### src/rtl/fpu_issue_ctrl_if.sv
// fpu_issue_ctrl_if: request, FPU unit and writeback bundle for the FP issue controller
interface fpu_issue_ctrl_if #(
    parameter int NUNIT = 4,
    parameter int RD_W  = 5
);
    logic                     req_valid;
    logic                     req_ready;
    logic [$clog2(NUNIT)-1:0] req_unit;
    logic [RD_W-1:0]          req_rd;
    logic [31:0]              req_a;
    logic [31:0]              req_b;
    logic [NUNIT-1:0]         unit_valid;
    logic [31:0]              unit_x;
    logic [31:0]              unit_y;
    logic [NUNIT-1:0]         unit_out_valid;
    logic [NUNIT*32-1:0]      unit_result;
    logic                     wb_valid;
    logic [RD_W-1:0]          wb_rd;
    logic [31:0]              wb_data;

    modport master (
        output req_valid, req_unit, req_rd, req_a, req_b, unit_out_valid, unit_result,
        input  req_ready, unit_valid, unit_x, unit_y, wb_valid, wb_rd, wb_data
    );

    modport slave (
        input  req_valid, req_unit, req_rd, req_a, req_b, unit_out_valid, unit_result,
        output req_ready, unit_valid, unit_x, unit_y, wb_valid, wb_rd, wb_data
    );
endinterface

### src/rtl/fpu_issue_ctrl.sv
// fpu_issue_ctrl: issues FP ops to fixed-latency units, reserves return slots, registers writeback; FPU_ISSUE_PERF_EN adds perf counters
module fpu_issue_ctrl #(
    parameter int NUNIT   = 4,
    parameter int RD_W    = 5,
    parameter int LAT0    = 1,
    parameter int LAT1    = 1,
    parameter int LAT2    = 3,
    parameter int LAT3    = 4,
    parameter int MAX_LAT = 4
) (
    input  logic           sys_clk,
    input  logic           rst,
    fpu_issue_ctrl_if.slave bus,
    output logic           err
`ifdef FPU_ISSUE_PERF_EN
    ,
    output logic [31:0]    perf_issue,
    output logic [31:0]    perf_stall
`endif
);
    localparam int UW = $clog2(NUNIT);
    localparam int LW = $clog2(MAX_LAT + 1);

    logic [MAX_LAT-1:0] rv;
    logic [UW-1:0]      ru [MAX_LAT];
    logic [RD_W-1:0]    rr [MAX_LAT];
    logic [LW-1:0]      mcnt;
    logic [LW-1:0]      lat;
    logic [MAX_LAT:0]   busy;
    logic [NUNIT-1:0]   expect_ov;
    logic               issue;
    logic               missing;
    logic               extra;

    // Issue decision, unit strobes and per-cycle return check
    always_comb begin
        lat = (bus.req_unit == UW'(0)) ? LW'(LAT0) :
              (bus.req_unit == UW'(1)) ? LW'(LAT1) :
              (bus.req_unit == UW'(2)) ? LW'(LAT2) : LW'(LAT3);
        busy = {1'b0, rv};
        bus.req_ready = ~busy[lat];
        issue = bus.req_valid & bus.req_ready & ~rst;
        bus.unit_valid = issue ? NUNIT'(1) << bus.req_unit : '0;
        bus.unit_x = bus.req_a;
        bus.unit_y = bus.req_b;
        expect_ov = rv[0] ? NUNIT'(1) << ru[0] : '0;
        missing = rv[0] & ~bus.unit_out_valid[ru[0]];
        extra = (mcnt == '0) & |(bus.unit_out_valid & ~expect_ov);
    end

    // Reservation shift register; a new issue overrides the shift into its slot
    always_ff @(posedge sys_clk or posedge rst) begin
        if (rst) begin
            rv <= '0;
            for (int i = 0; i < MAX_LAT; i++) begin
                ru[i] <= '0;
                rr[i] <= '0;
            end
        end else begin
            for (int i = 0; i < MAX_LAT - 1; i++) begin
                rv[i] <= rv[i+1];
                ru[i] <= ru[i+1];
                rr[i] <= rr[i+1];
            end
            rv[MAX_LAT-1] <= 1'b0;
            if (issue) begin
                rv[lat - LW'(1)] <= 1'b1;
                ru[lat - LW'(1)] <= bus.req_unit;
                rr[lat - LW'(1)] <= bus.req_rd;
            end
        end
    end

    // Registered writeback from the unit scheduled to return this cycle
    always_ff @(posedge sys_clk or posedge rst) begin
        if (rst) begin
            bus.wb_valid <= 1'b0;
            bus.wb_rd    <= '0;
            bus.wb_data  <= '0;
        end else begin
            bus.wb_valid <= rv[0];
            if (rv[0]) begin
                bus.wb_rd   <= rr[0];
                bus.wb_data <= bus.unit_result[{ru[0], 5'd0} +: 32];
            end
        end
    end

    // Sticky protocol error; stray returns are masked for MAX_LAT cycles after reset
    always_ff @(posedge sys_clk or posedge rst) begin
        if (rst) begin
            err  <= 1'b0;
            mcnt <= LW'(MAX_LAT);
        end else begin
            err <= err | missing | extra;
            if (mcnt != '0) mcnt <= mcnt - LW'(1);
        end
    end

`ifdef FPU_ISSUE_PERF_EN
    // Saturating counts of issue cycles and stalled request cycles
    always_ff @(posedge sys_clk or posedge rst) begin
        if (rst) begin
            perf_issue <= '0;
            perf_stall <= '0;
        end else begin
            if (issue && perf_issue != '1) perf_issue <= perf_issue + 32'd1;
            if (bus.req_valid && !bus.req_ready && perf_stall != '1) perf_stall <= perf_stall + 32'd1;
        end
    end
`endif
endmodule

### src/flat_wrapper.sv
// flat-port wrapper written by rule: the top's interface ports become plain ports
module fpu_issue_ctrl_flat 
#(
    parameter int NUNIT   = 4,
    parameter int RD_W    = 5,
    parameter int LAT0    = 1,
    parameter int LAT1    = 1,
    parameter int LAT2    = 3,
    parameter int LAT3    = 4,
    parameter int MAX_LAT = 4
)
  (sys_clk, rst, err, bus_req_valid, bus_req_unit, bus_req_rd, bus_req_a, bus_req_b, bus_unit_out_valid, bus_unit_result, bus_req_ready, bus_unit_valid, bus_unit_x, bus_unit_y, bus_wb_valid, bus_wb_rd, bus_wb_data);
  fpu_issue_ctrl_if #(.NUNIT(NUNIT), .RD_W(RD_W)) bus_i ();
  input  logic sys_clk;
  input  logic rst;
  output logic err;
  input wire logic [$bits(bus_i.req_valid)-1:0] bus_req_valid;
  input wire logic [$bits(bus_i.req_unit)-1:0] bus_req_unit;
  input wire logic [$bits(bus_i.req_rd)-1:0] bus_req_rd;
  input wire logic [$bits(bus_i.req_a)-1:0] bus_req_a;
  input wire logic [$bits(bus_i.req_b)-1:0] bus_req_b;
  input wire logic [$bits(bus_i.unit_out_valid)-1:0] bus_unit_out_valid;
  input wire logic [$bits(bus_i.unit_result)-1:0] bus_unit_result;
  output wire logic [$bits(bus_i.req_ready)-1:0] bus_req_ready;
  output wire logic [$bits(bus_i.unit_valid)-1:0] bus_unit_valid;
  output wire logic [$bits(bus_i.unit_x)-1:0] bus_unit_x;
  output wire logic [$bits(bus_i.unit_y)-1:0] bus_unit_y;
  output wire logic [$bits(bus_i.wb_valid)-1:0] bus_wb_valid;
  output wire logic [$bits(bus_i.wb_rd)-1:0] bus_wb_rd;
  output wire logic [$bits(bus_i.wb_data)-1:0] bus_wb_data;
  assign bus_i.req_valid = bus_req_valid;
  assign bus_i.req_unit = bus_req_unit;
  assign bus_i.req_rd = bus_req_rd;
  assign bus_i.req_a = bus_req_a;
  assign bus_i.req_b = bus_req_b;
  assign bus_i.unit_out_valid = bus_unit_out_valid;
  assign bus_i.unit_result = bus_unit_result;
  assign bus_req_ready = bus_i.req_ready;
  assign bus_unit_valid = bus_i.unit_valid;
  assign bus_unit_x = bus_i.unit_x;
  assign bus_unit_y = bus_i.unit_y;
  assign bus_wb_valid = bus_i.wb_valid;
  assign bus_wb_rd = bus_i.wb_rd;
  assign bus_wb_data = bus_i.wb_data;
  fpu_issue_ctrl #(.NUNIT(NUNIT), .RD_W(RD_W), .LAT0(LAT0), .LAT1(LAT1), .LAT2(LAT2), .LAT3(LAT3), .MAX_LAT(MAX_LAT)) u_core (.sys_clk(sys_clk), .rst(rst), .bus(bus_i), .err(err));
endmodule
### config.mk
export PLATFORM = sky130hd
export DESIGN_NAME = fpu_issue_ctrl_flat
export DESIGN_NICKNAME = d
export VERILOG_FILES = /design/src/rtl/fpu_issue_ctrl_if.sv /design/src/rtl/fpu_issue_ctrl.sv /design/src/flat_wrapper.sv
export SDC_FILE = /design/constraint.sdc
export NUM_CORES = 1
export LEC_CHECK = 0
export CAP_MARGIN = 40
export CORE_AREA = 2 2 123 125
export CTS_CLUSTER_DIAMETER = 50
export DETAILED_ROUTE_END_ITERATION = 8
export DIE_AREA = 0 0 125 127
export PLACE_DENSITY = 0.73
export SLEW_MARGIN = 20
export SYNTH_ARGS = -nofsm -noshare
export SYNTH_HDL_FRONTEND = slang
export SYNTH_SLANG_ARGS = --single-unit
### constraint.sdc
create_clock -name sys_clk -period 4.15 [get_ports sys_clk]
set_input_delay 0.415 -clock sys_clk [delete_from_list [all_inputs] [get_ports sys_clk]]
set_output_delay 0.415 -clock sys_clk [all_outputs]
set_load 0.01 [all_outputs]
---- After elaboration in Yosys (flattened, before gate mapping) ----
Cells that the tools add are included.
storage, ports and cells
  register bits after elaboration ......... 74
  input bits .............................. 206
  output and inout port bits .............. 108
  word-level logic and storage cells ...... 66
operators by class
  add/subtract/negate cells ............... 2
  $lt $le $gt $ge ......................... 6
  equal/unequal tests ..................... 2
  shift-type cells ........................ 3
  multiplexer cells ....................... 20
  bitwise logic cells ..................... 13
  reduce and logical (&&, ||, !) cells .... 6
operator list
  kind                                                                count
  indexed part select 128 x 8 -> 32 bit                               1
  bitwise mux 20 bit                                                  1
  two-way mux 20 bit                                                  1
  two-way mux 4 bit                                                   3
  demux 5 bit (select 2 bit)                                          1
  two-way mux 3 bit                                                   3
  bitwise mux 8 bit                                                   1
  two-way mux 8 bit                                                   1
  << shifter 1 x 2 -> 4 bit (first input constant)                    2
  subtractor 3 x 1 -> 3 bit (second input constant)                   2
  two-way mux 5 bit                                                   1
  AND 1 bit                                                           4
  AND 4 bit                                                           1
  demux 2 bit (select 2 bit)                                          1
  greater-or-equal comparator 4 x 3 -> 1 bit (second input constant)  1
  less-than comparator 3 x 4 -> 1 bit (second input constant)         1
  less-than comparator 4 x 1 -> 1 bit (second input constant)         1
  NOT 3 -> 4 bit                                                      1
  NOT 4 bit                                                           1
  OR 3 x 4 -> 4 bit                                                   1
  OR reduction 4 bit                                                  1
  binary-select mux 1 bit (select 3 bit)                              1
  greater-or-equal comparator 3 x 1 -> 1 bit (second input constant)  1
  zero test 3 bit                                                     1
  other kinds (13)                                                    19

---- Depth between registers and ports, before layout ----
  word-level depth ........................ 12
  depth in mapped cells ................... 5
  depth with buffers taken out ............ 5

---- Worst setup path before layout ----
No wires, ideal clock.
  kind .................................... input -> output
  start point ............................. input rst
  end point ............................... output bus_unit_valid[2]
  arrival ................................. 2.831 ns
  required time ........................... 3.735 ns
  slack ................................... 0.904 ns
  cell stages on the path ................. 3
  path buffers ............................ 0
  path through ............................ inv_1 -> nand4_1 -> inv_1
on the way
  word-level cells in the longest chain between the ends .. 3
ends and longest elaborated chain
  what               line                  source
  from (decl)        flat_wrapper.sv:15    input logic rst;
  NOT 1 bit          fpu_issue_ctrl.sv:42  issue = bus.req_valid & bus.req_ready & ~rst;
  AND 1 bit          fpu_issue_ctrl.sv:42
  two-way mux 4 bit  fpu_issue_ctrl.sv:43  bus.unit_valid = issue ? NUNIT'(1) << bus.req_unit : '0;
  to (decl)          flat_wrapper.sv:25    output wire logic [$bits(bus_i.unit_valid)-1:0] bus_unit_valid;
Every way passes these cells.

---- Worst setup path after layout ----
  start point ............................. input bus_req_unit[1]
  end point ............................... output bus_unit_valid[1]
on the way
  word-level cells in the longest chain between the ends .. 10
  elaborated cells on any way between the ends .. 13
  those cells by class .................... 2 x eq/ne; 1 x shift; 6 x mux; 3 x bitwise; 1 x reduce/logical
ends and longest elaborated chain
  what                                     line                  source
  from (decl)                              flat_wrapper.sv:18    input wire logic [$bits(bus_i.req_unit)-1:0] bus_req_unit;
  == test 2 bit                            fpu_issue_ctrl.sv:39  (bus.req_unit == UW'(2)) ? LW'(LAT2) : LW'(LAT3);
  two-way mux 3 bit                        fpu_issue_ctrl.sv:39
  two-way mux 3 bit                        fpu_issue_ctrl.sv:38  (bus.req_unit == UW'(1)) ? LW'(LAT1) :
  two-way mux 3 bit                        fpu_issue_ctrl.sv:37  lat = (bus.req_unit == UW'(0)) ? LW'(LAT0) :
  binary-select mux 1 bit (select 3 bit)   fpu_issue_ctrl.sv:41  bus.req_ready = ~busy[lat];
  two-way mux 1 bit (not written as such)  fpu_issue_ctrl.sv:41
  NOT 1 bit                                fpu_issue_ctrl.sv:41
  AND 1 bit (2 in series)                  fpu_issue_ctrl.sv:42
  two-way mux 4 bit *                      fpu_issue_ctrl.sv:43
Every way passes the cells marked *; elsewhere a longest branch is shown, timed or not. The select of a mux whose other input is x is not followed.

==> results.json <==
{
  "outcome": "complete, no violations",
  "hold_viol": 0,
  "yosys.area_share.xor_xnor": 0.00209,
  "cts_root_buf": "clkbuf_16",
  "gp_congestion": 0.861,
  "power.clock.fraction": 0.302,
  "worstSetupStartpointType": "primary input",
  "area_growth_pct": 43.7,
  "hpwl_um": 8510,
  "setup_ws_ns": 1.39,
  "synth_fp_nets": 500,
  "grt_pass1_wl_um": 17600,
  "worstReg2RegStart": "u_core.ru[6]",
  "antenna_found_initial": 0,
  "min_path_type": "flip-flop to flip-flop",
  "hold_end": "u_core.ru[4]",
  "yosysMostFrequentCell": "dfrtp_1",
  "crit_type": "primary input to primary output",
  "ys_seq_elements": 74,
  "p_comb_frac": 0.324,
  "max-clock-path-buffers": 2,
  "worstMarginPinSlew_ns": 0.659,
  "p_seq_frac": 0.375,
  "die-area_um2": 15900,
  "synth_top_cell_area_share": 0.435,
  "rsz0062_at_grt": "false",
  "drive_gt1_frac": 0.256,
  "p_per_area_nw_per_um2": 445,
  "clock_latency_ns": 0.34,
  "synthTopCellsByCount": "dfrtp_1 (73), buf_4 (64), mux4_2 (27)",
  "nNetsFinal": 617,
  "ir_worst_vdd_mv": 0.276,
  "route.detailed.drc": 0,
  "worstHoldPathCells": 0,
  "setup_viol": 0,
  "std_cell_rows": 44,
  "die-height_um": 127,
  "grt_pass1_vias": 3178,
  "maxSlewViolCount": 0,
  "netlist_instances": 292,
  "synth_compound_area_frac": 0.00566,
  "fin_crit_ns": 2.76,
  "postCtsResizedCells": 0,
  "switchingPower_uw": 688,
  "netlist_top_cells_area": "dfrtp_1 (44%), mux4_2 (14%), buf_4 (11%), mux2_4 (9.3%), mux2_2 (7.0%)",
  "fin_crit_sh": 0.666,
  "cts_tree": "done",
  "worstPathMaxFanout": 10,
  "wirelength_um": 11300,
  "initial_utilization": 0.291,
  "synth.avg_cell_area_um2": 14.4,
  "cts_setup_buffers": 0,
  "viasPerCell": 4.70,
  "holdCritStartpoint": "u_core.ru[2]",
  "rr_endpoint": "u_core.bus.wb_data[10]",
  "power_uw": 2690,
  "dp_cells": 582,
  "swShare": 0.256,
  "dr.pass1.iters": 4,
  "instances_no_fill": 598,
  "internal_power_uw": 2000,
  "mappedNetlistArea_um2": 4200,
  "post_drt_wl_per_cell_um": 18.9,
  "nFillCells": 1326,
  "synth_flop_cell": "dfrtp_1",
  "die_w_um": 125,
  "track_usage": 0.143,
  "synth-simple-area-share": 0.0459,
  "grt-ovfl-total": 0,
  "design.core.area_um2": 14400,
  "ant_nets": 0,
  "r2r_cells": 3,
  "final.setup_skew_ns": 0.00585,
  "htreeDepth": 3,
  "worstSetupEndpointType": "primary output",
  "synth-edff-count": 0,
  "routed-via-count": 2811,
  "async_flop_share": 1.00,
  "synth_adder_area_share": 0.00596,
  "synth.distinct_cells": 27,
  "synth_top_family_by_area": "multiplexers",
  "drv_cap": 0,
  "n_antenna_cell": 0,
  "cts_made_buffers": 9,
  "numPortBuffers": 185,
  "r2r_slack_ns": 1.93,
  "drtIter0Drc": 75,
  "pre_cts_slack_ns": 1.36,
  "cp_data_arrival_time_ns": 2.35,
  "clock.fmax_ghz": 0.362,
  "synth_top_cell_by_area": "dfrtp_1",
  "io_pins": 314,
  "clkSinkCount": 74,
  "fin_tns_setup_ns": 0,
  "postCtsHoldBufs": 0,
  "ys_warn_count": 0,
  "required_ns": 3.73,
  "maxSlewHeadroom": 0.561,
  "grt_max_degree": 42,
  "yosys-mux-area-fraction": 0.346,
  "leakage_uw": 0.00251,
  "synth_seq_area_share": 0.441,
  "clk_pin_slew_ns": 0.06
}
sequential cells by signal (all words and copies together), names as in the netlist, named ones only:
signal,cells
u_core.bus.wb_data,32
u_core.bus.wb_valid,1
u_core.bus.wb_rd,5
u_core.err,1
u_core.ru,6
u_core.rv,4
u_core.mcnt,3
u_core.rr,15
critical path, cell delays in order:
cell	delay (ns)
clkdlybuf4s50_1	0.52
nor4b_4	0.66
and2_1	0.22
clkdlybuf4s50_1	0.53
placed cells by master, fill, tap and decap left out, drive strengths merged:
master | synthesis | final
clkdlybuf4s50 | 0 | 185
mux2i | 3 | 3
buf | 75 | 5
mux2 | 52 | 52
dfstp | 1 | 1
dfrtp | 73 | 73
nand2b | 6 | 6
nand4b | 2 | 2
nand4 | 1 | 1
clkinv | 0 | 4
o221ai | 2 | 2
bufinv | 0 | 1
nand2 | 16 | 16
and2 | 2 | 2
nor4b | 1 | 1
nor2b | 4 | 4
xnor2 | 1 | 1
inv | 7 | 7
ha | 2 | 2
o22ai | 1 | 1
or2 | 1 | 1
clkbuf | 9 | 11
nor2 | 1 | 1
mux4 | 32 | 32
final cells by class:
type	instances	area, um^2	area share
clock inverter	5	61.3	0.0102
inverter	7	27.5	0.00456
tap	184	230	0.0382
sequential	74	1860	0.308
timing repair buffer	190	1900	0.315
clock buffer	11	253	0.0419
multi-input combinational	127	1700	0.282
layer usage:
| layer | vias up | global-route usage | part of all wire |
|---|---|---|---|
| li1 | 1211 | - | - |
| met1 | 1390 | 0.154 | 0.36 |
| met2 | 175 | 0.251 | 0.52 |
| met3 | 35 | 0.0641 | 0.096 |
| met4 | 0 | 0.0536 | 0.024 |
| met5 | - | 0 | 0 |
cells by family after synthesis:
group	Yosys count
xor gates and xnor gates	1
DFF	74
AOI/OAI and AO/OA	3
buffers and inverters	91
muxes	87
adders and majority gates	2
and+or+nand+nor	34
power by group through the flow:
stage / Sequential [uW] / Clock [uW] / Combinational, uW
floorplan: 1050 / 0 / 423
global placement: 1010 / 0 / 866
detailed placement: 1020 / 0 / 878
CTS: 1010 / 848 / 885
global route: 1030 / 882 / 921
finish: 1010 / 810 / 869
metrics by stage:
stage                      util  hold WS (ns)  area [um^2]
final                     0.418         0.345         6030
after global routing      0.418         0.345         6030
after CTS                 0.418         0.345         6030
after detailed placement  0.396         0.336         5720
after global placement    0.395         0.333         5700
after floorplan               -         0.385         4200
worst max path at each step:
| stage | startpoint | endpoint | slack, ns | cells after the start |
|---|---|---|---|---|
| final | bus_req_unit[1] | bus_unit_valid[1] | 1.39 | 4 |
| after global routing | bus_req_unit[1] | bus_unit_valid[1] | 1.26 | 4 |
| after floorplan | rst | bus_unit_valid[2] | 0.90 | 3 |
| after CTS | bus_req_unit[1] | bus_unit_valid[1] | 1.35 | 4 |
| after global placement | bus_req_unit[1] | bus_unit_valid[0] | 1.43 | 4 |
| after detailed placement | bus_req_unit[1] | bus_unit_valid[0] | 1.36 | 4 |
No activity file was read; power rests on OpenSTA's default activity.
